--- src/rtl/dcache_s2_nway.sv ---
// dcache_s2_nway: N-way data cache stage 2 (hit detect, victim write-back, refill/merge, uncached access).
// Optional performance counters are built when DCACHE_S2_PERF_EN is defined.
module dcache_s2_nway #(
    parameter int unsigned WAYS       = 2,
    parameter int unsigned LINE_WORDS = 8,
    parameter int unsigned TAG_W      = 21,
    localparam int unsigned LINE_W    = 32 * LINE_WORDS,
    localparam int unsigned WAY_W     = $clog2(WAYS)
) (
    input  logic                     clk,
    input  logic                     rst_n,
    input  logic                     req_valid,
    input  logic                     req_wr,
    input  logic                     req_cached,
    input  logic [3:0]               req_wen,
    input  logic [31:0]              req_paddr,
    input  logic [31:0]              req_wdata,
    input  logic [WAYS*TAG_W-1:0]    tag_i,
    input  logic [WAYS-1:0]          valid_i,
    input  logic [WAYS-1:0]          dirty_i,
    input  logic [WAYS*LINE_W-1:0]   line_i,
    input  logic                     cpu_ack_i,
    output logic                     axi_rreq_o,
    output logic [31:0]              axi_raddr_o,
    input  logic                     axi_rend_i,
    input  logic [LINE_W-1:0]        axi_rline_i,
    output logic                     axi_wreq_o,
    output logic [31:0]              axi_waddr_o,
    output logic [LINE_W-1:0]        axi_wline_o,
    input  logic                     axi_wend_i,
    output logic                     uc_rreq_o,
    output logic                     uc_wreq_o,
    output logic [31:0]              uc_addr_o,
    output logic [3:0]               uc_wen_o,
    output logic [31:0]              uc_wdata_o,
    input  logic                     uc_rend_i,
    input  logic                     uc_wend_i,
    input  logic [31:0]              uc_rdata_i,
    output logic                     hit_we_o,
    output logic                     fill_we_o,
    output logic [WAY_W-1:0]         way_o,
    output logic [LINE_W-1:0]        fill_line_o,
    output logic                     fill_dirty_o,
    output logic                     stall_o,
`ifdef DCACHE_S2_PERF_EN
    output logic [31:0]              perf_hit_o,
    output logic [31:0]              perf_miss_o,
    output logic [31:0]              perf_wb_o,
`endif
    output logic [31:0]              rdata_o,
    output logic                     rdata_valid_o
);

    localparam int unsigned WORD_W = $clog2(LINE_WORDS);
    localparam int unsigned OFF_B  = WORD_W + 2;
    localparam int unsigned IDX_W  = 32 - TAG_W - OFF_B;

    typedef enum logic [5:0] {
        S_IDLE   = 6'b000001,
        S_WB     = 6'b000010,
        S_REFILL = 6'b000100,
        S_FILL   = 6'b001000,
        S_UC_RD  = 6'b010000,
        S_UC_WR  = 6'b100000
    } state_e;

    state_e              state_q, state_d;
    logic [WAY_W-1:0]    rr_q, rr_d, vway_q, vway_d;
    logic [TAG_W-1:0]    vtag_q, vtag_d;
    logic [LINE_W-1:0]   wline_q, wline_d, rline_q, rline_d;
    logic [31:0]         held_q, held_d;
    logic                held_vld_q, held_vld_d;
    logic                uc_done_q, uc_done_d;

    logic                req_go;
    logic [TAG_W-1:0]    req_tag;
    logic [WORD_W-1:0]   word_sel;
    logic                hit, has_inv, wb_need;
    logic [WAY_W-1:0]    hit_way, inv_way, vsel;
    logic [31:0]         hit_word;
    logic [LINE_W-1:0]   merged;

    // Reset also masks the live request so every output is quiet while rst_n is low.
    assign req_go   = req_valid & rst_n;
    assign req_tag  = req_paddr[31 -: TAG_W];
    assign word_sel = req_paddr[2 +: WORD_W];

    // Lowest matching way wins; lowest invalid way is the preferred victim.
    always_comb begin
        hit     = 1'b0;
        hit_way = '0;
        has_inv = 1'b0;
        inv_way = '0;
        for (int w = int'(WAYS) - 1; w >= 0; w--) begin
            if (valid_i[w] && (tag_i[w*TAG_W +: TAG_W] == req_tag)) begin
                hit     = 1'b1;
                hit_way = WAY_W'(w);
            end
            if (!valid_i[w]) begin
                has_inv = 1'b1;
                inv_way = WAY_W'(w);
            end
        end
    end

    assign vsel     = has_inv ? inv_way : rr_q;
    assign wb_need  = valid_i[vsel] & dirty_i[vsel];
    assign hit_word = line_i[int'(hit_way)*LINE_W + int'(word_sel)*32 +: 32];

    // Write-allocate: store bytes overlay the refilled line before it is installed.
    always_comb begin
        merged = rline_q;
        if (req_wr) begin
            for (int b = 0; b < 4; b++) begin
                if (req_wen[b]) begin
                    merged[int'(word_sel)*32 + b*8 +: 8] = req_wdata[b*8 +: 8];
                end
            end
        end
    end

    always_comb begin
        state_d       = state_q;
        rr_d          = rr_q;
        vway_d        = vway_q;
        vtag_d        = vtag_q;
        wline_d       = wline_q;
        rline_d       = rline_q;
        held_d        = held_q;
        held_vld_d    = held_vld_q & ~cpu_ack_i;
        uc_done_d     = 1'b0;
        axi_rreq_o    = 1'b0;
        axi_raddr_o   = '0;
        axi_wreq_o    = 1'b0;
        axi_waddr_o   = '0;
        axi_wline_o   = '0;
        uc_rreq_o     = 1'b0;
        uc_wreq_o     = 1'b0;
        uc_addr_o     = '0;
        uc_wen_o      = '0;
        uc_wdata_o    = '0;
        hit_we_o      = 1'b0;
        fill_we_o     = 1'b0;
        way_o         = '0;
        fill_line_o   = '0;
        fill_dirty_o  = 1'b0;
        stall_o       = 1'b0;
        rdata_o       = '0;
        rdata_valid_o = 1'b0;
        case (state_q)
            S_IDLE: begin
                if (held_vld_q) begin
                    rdata_o       = held_q;
                    rdata_valid_o = 1'b1;
                end
                // uc_done_q marks the still-present request that just completed uncached.
                if (req_go && !uc_done_q) begin
                    if (req_cached) begin
                        if (hit) begin
                            if (req_wr) begin
                                hit_we_o = 1'b1;
                                way_o    = hit_way;
                            end else if (!held_vld_q) begin
                                rdata_o       = hit_word;
                                rdata_valid_o = 1'b1;
                            end
                        end else begin
                            stall_o = 1'b1;
                            vway_d  = vsel;
                            vtag_d  = tag_i[int'(vsel)*TAG_W +: TAG_W];
                            wline_d = line_i[int'(vsel)*LINE_W +: LINE_W];
                            state_d = wb_need ? S_WB : S_REFILL;
                        end
                    end else begin
                        stall_o = 1'b1;
                        state_d = req_wr ? S_UC_WR : S_UC_RD;
                    end
                end
            end
            S_WB: begin
                stall_o     = 1'b1;
                axi_wreq_o  = 1'b1;
                axi_waddr_o = {vtag_q, req_paddr[OFF_B +: IDX_W], {OFF_B{1'b0}}};
                axi_wline_o = wline_q;
                if (axi_wend_i) state_d = S_REFILL;
            end
            S_REFILL: begin
                stall_o     = 1'b1;
                axi_rreq_o  = 1'b1;
                axi_raddr_o = {req_paddr[31:OFF_B], {OFF_B{1'b0}}};
                if (axi_rend_i) begin
                    rline_d = axi_rline_i;
                    state_d = S_FILL;
                end
            end
            S_FILL: begin
                fill_we_o    = 1'b1;
                way_o        = vway_q;
                fill_line_o  = merged;
                fill_dirty_o = req_wr;
                rr_d         = rr_q + WAY_W'(1);
                if (!req_wr) begin
                    held_d     = rline_q[int'(word_sel)*32 +: 32];
                    held_vld_d = 1'b1;
                end
                state_d = S_IDLE;
            end
            S_UC_RD: begin
                stall_o   = 1'b1;
                uc_rreq_o = 1'b1;
                uc_addr_o = req_paddr;
                uc_wen_o  = 4'b1111;
                if (uc_rend_i) begin
                    held_d     = uc_rdata_i;
                    held_vld_d = 1'b1;
                    uc_done_d  = 1'b1;
                    state_d    = S_IDLE;
                end
            end
            S_UC_WR: begin
                stall_o    = 1'b1;
                uc_wreq_o  = 1'b1;
                uc_addr_o  = req_paddr;
                uc_wen_o   = req_wen;
                uc_wdata_o = req_wdata;
                if (uc_wend_i) begin
                    uc_done_d = 1'b1;
                    state_d   = S_IDLE;
                end
            end
            default: state_d = S_IDLE;
        endcase
    end

    always_ff @(posedge clk or negedge rst_n) begin
        if (!rst_n) state_q <= S_IDLE;
        else        state_q <= state_d;
    end

    always_ff @(posedge clk or negedge rst_n) begin
        if (!rst_n) begin
            rr_q       <= '0;
            vway_q     <= '0;
            vtag_q     <= '0;
            wline_q    <= '0;
            rline_q    <= '0;
            held_q     <= '0;
            held_vld_q <= 1'b0;
            uc_done_q  <= 1'b0;
        end else begin
            rr_q       <= rr_d;
            vway_q     <= vway_d;
            vtag_q     <= vtag_d;
            wline_q    <= wline_d;
            rline_q    <= rline_d;
            held_q     <= held_d;
            held_vld_q <= held_vld_d;
            uc_done_q  <= uc_done_d;
        end
    end

`ifdef DCACHE_S2_PERF_EN
    logic        ev_look, ev_hit, ev_miss, ev_wb;
    logic [31:0] perf_hit_q, perf_miss_q, perf_wb_q;

    assign ev_look = (state_q == S_IDLE) & req_go & ~uc_done_q & req_cached;
    assign ev_hit  = ev_look & hit;
    assign ev_miss = ev_look & ~hit;
    assign ev_wb   = ev_miss & wb_need;

    // Saturating event counters.
    always_ff @(posedge clk or negedge rst_n) begin
        if (!rst_n) begin
            perf_hit_q  <= '0;
            perf_miss_q <= '0;
            perf_wb_q   <= '0;
        end else begin
            if (ev_hit && (perf_hit_q != '1))   perf_hit_q  <= perf_hit_q + 32'd1;
            if (ev_miss && (perf_miss_q != '1)) perf_miss_q <= perf_miss_q + 32'd1;
            if (ev_wb && (perf_wb_q != '1))     perf_wb_q   <= perf_wb_q + 32'd1;
        end
    end

    assign perf_hit_o  = perf_hit_q;
    assign perf_miss_o = perf_miss_q;
    assign perf_wb_o   = perf_wb_q;
`endif

endmodule

--- config.mk ---
export PLATFORM = sky130hd
export DESIGN_NAME = dcache_s2_nway
export DESIGN_NICKNAME = d
export VERILOG_FILES = /design/src/rtl/dcache_s2_nway.sv
export SDC_FILE = /design/constraint.sdc
export NUM_CORES = 2
export LEC_CHECK = 0
export BUFFER_PORTS_ARGS = -buffer_cell sky130_fd_sc_hd__clkbuf_2
export CAP_MARGIN = 5
export CORE_AREA = 2 2 629 631
export CTS_CLUSTER_SIZE = 14
export DETAILED_ROUTE_END_ITERATION = 7
export DIE_AREA = 0 0 631 633
export MAX_ROUTING_LAYER = met4
export PLACE_DENSITY = 0.3
export SLEW_MARGIN = 20
export SYNTH_ARGS = -nofsm -noshare
export SYNTH_HDL_FRONTEND = slang
export SYNTH_SLANG_ARGS = --single-unit
--- constraint.sdc ---
create_clock -name clk -period 3.6 [get_ports clk]
set_clock_uncertainty 0.2 [all_clocks]
set_input_delay 0.36 -clock clk [delete_from_list [all_inputs] [get_ports clk]]
set_output_delay 0.36 -clock clk [all_outputs]
set_load 0.1 [all_outputs]
==> impl_metrics.ini <==
[run_status]
status = finished, violations left
violations = negative setup slack

[cells_and_area]
fill_cells = 42809
register_area_um2 = 14400
syn2layout_area_growth_pct = 125
multiInputGateArea_um2 = 26000
fin_nets = 7676
drive_gt1_share_pct = 48.0

[cts]
cts_max_path_buffers = 4
clock-root-buffer = clkbuf_16
cts.sinks = 575
htreeDepth = 3
clk_pin_slew_worst_paths_ns = 0.06
clock_latency_ns = 0.87
numCtsBuffers = 93
tritoncts = done

[critical_path]
worstSetupPathType = reg -> out
path_cells = or4_4 > or3b_4 > nor2_4 > buf_12 > and4b_1 > nor4b_4 > buf_12 > a22o_4 > buf_12
cpMostUsedCell = buf_12
critPathRequiredTime_ns = 3.04
crit_path_start_kind = flop
r2r_end = held_vld_q
regToRegSetupSlack_ns = 0.27
reg2reg_depth = 11
cpPeakStageDelay_ns = 0.53
slowest_stage = or4_4
arrival_ns = 3.57
worstPathMaxFanout = 6
crit_path_start = state_q[0]
crit_path_end_kind = primary output
r2r-start = state_q[0]
crit_end = fill_line_o[128]

[synthesis]
ys_warn_count = 0
synth-seq-area-share_pct = 38.0
synthCells = 3895
synthFlopType = dfrtp_1
synth_most_common_cell = nand2_1
synth_area_leaders = dfrtp_1, mux4_2, mux2i_1
async_reset_ff_share_pct = 100
yosysUniqueCellTypes = 61
ys_ff_latch = 575
yosysTopAreaCell = dfrtp_1
netlist_area_um2 = 37900
synth_common_cells = nand2_1, dfrtp_1, and2_1, mux2i_1, o21ai_1
synth.top_cell.area_share_pct = 37.9
synth_enable_flop_cells = 0
synth.avg_cell_area_um2 = 9.72

[floorplan]
die-width_um = 631
fp.dieH_um = 633
core_area_um2 = 392000
rows = 230
ios = 1610
start_util_pct = 9.66
die_area_um2 = 399000

[placement]
port_buffers = 1599
dp_hpwl_mm = 363
gp_congestion = 0.916

[sta]
tns_ns = -146.50
drv_slew = 0
slew_headroom_pct = 26.0
period_share_pct = 115
hold_viol_final = 0
setup_ws_ns = -0.527
period_needed_ns = 4.13
setup_viol = 645
rsz0062_at_grt = true
tightest_slew_ns = 1.11
max_clock_freq_ghz = 0.242

[job]
drv_cap = 0

[global_route]
grt_max_degree = 115
grt_pass1_vias = 47110
grt.total_usage_pct = 21.1
grt.overflow.total = 0
antenna_found_initial = 263
grt_first_pass_wirelength_mm = 534

[drt]
vias = 45787
antenna_left = 0
vias_per_cell = 3.76
first_iter_violations = 3254
first_pass_iters = 5
drc = 0
wl_mm = 435
post_drt_wl_per_cell_um = 35.8

[worst_hold_path]
whs_path_depth = 3
hp-class = in -> reg

[power_and_ir_drop]
p_per_area_nw_per_um2 = 396
power_mw = 33.7
p_leak_nw = 36.1
ir_drop_v = 0.000305
kinds of logic (layout without fill, tap and decap cells):
| logic type | after synthesis | after routing | synth area share (%) |
|---|---|---|---|
| AO/OA/AOI/OAI | 698 | 698 | 10.2 |
| XOR/XNOR | 45 | 45 | 1.10 |
| adder cells (fa/ha/maj) | 6 | 6 | 0.198 |
| buffers and inverters | 361 | 3273 | 4.01 |
| flip-flops | 575 | 575 | 38.0 |
| multiplexers | 800 | 800 | 28.4 |
| other | 1 | 145 | 0.00990 |
| AND/OR/NAND/NOR | 1409 | 1409 | 18.1 |
timing repair:
action,CTS,global route
endpoints found under the hold margin,868,0
cloned,16,54
setup buffers,23,97
setup endpoints to repair,665,671
pin swaps,36,161
gates resized for setup,222,785
hold buffers,902,0
worst max-delay path: cells and delay by family (launching register included):
kind / cells / cell delay, ns
and+or+nand+nor: 5 / 1.69
buffers and inverters: 3 / 0.52
AOI/OAI and AO/OA: 1 / 0.14
DFF: 1 / 0.38
state kept, by name (all words and copies together) (netlist names):
signal      flops
wline_q       256
vtag_q         21
vway_q          1
held_vld_q      1
held_q         32
rline_q       256
rr_q            1
uc_done_q       1
state_q         6
cell type report:
class | count | share of cell area [%]
flip-flops and latches | 575 | 16.9
clock buffers | 130 | 3.09
diodes | 135 | 0.397
inverters | 14 | 0.0926
repair buffers | 3094 | 40.8
multi-input cells | 2968 | 30.6
well taps | 5220 | 7.67
clock inverters | 35 | 0.484
metal layers:
metal	global-route usage (%)	part of all wire (%)
met1	22.7	38
met4	5.65	3.5
met2	38.5	53
met5	-	0
met3	5.15	6.3
worst min-delay path by stage:
stage / start / endpoint / slack (ns)
2_1_floorplan: rst_n / held_q[0] / -0.14
3_3_place_gp: wline_q[28] / wline_q[28] / 0.26
3_5_place_dp: wline_q[174] / wline_q[174] / 0.27
4_1_cts: axi_rline_i[16] / rline_q[16] / 0.002
5_1_grt: axi_rline_i[57] / rline_q[57] / 0.05
6_report: axi_rline_i[112] / rline_q[112] / 0.09
layout by cell type, fill, tap and decap left out, types with 207 or more instances in the layout:
cell type / n
mux2_1: 229
clkbuf_2: 931
buf_4: 332
buf_12: 789
dfrtp_1: 574
nand3_1: 207
mux2i_1: 319
nand2_1: 637
o21ai_1: 316
dlygate4sd3_1: 902
and2_4: 248
where the power goes:
group	leakage (nW)	switching (mW)	internal (mW)
registers	7.39	2.77	9.38
clock network	1.49	3.93	5.59
logic	27.2	6.72	5.32
total	36.1	13.4	20.3
stage by stage:
stage	cells	util (%)	instance area (µm²)	setup WS (ns)	hold WS, ns
after global routing	12153	21.7	85100	-0.670	0.0477
after floorplan	3904	-	38700	-0.570	-0.136
final	12171	21.7	85100	-0.527	0.0854
after CTS	11917	20.4	79800	-0.714	0.00246
after global placement	10810	16.8	66000	-0.719	0.260
after detailed placement	10811	16.9	66100	-0.598	0.266
No activity file was read; power rests on OpenSTA's default activity.
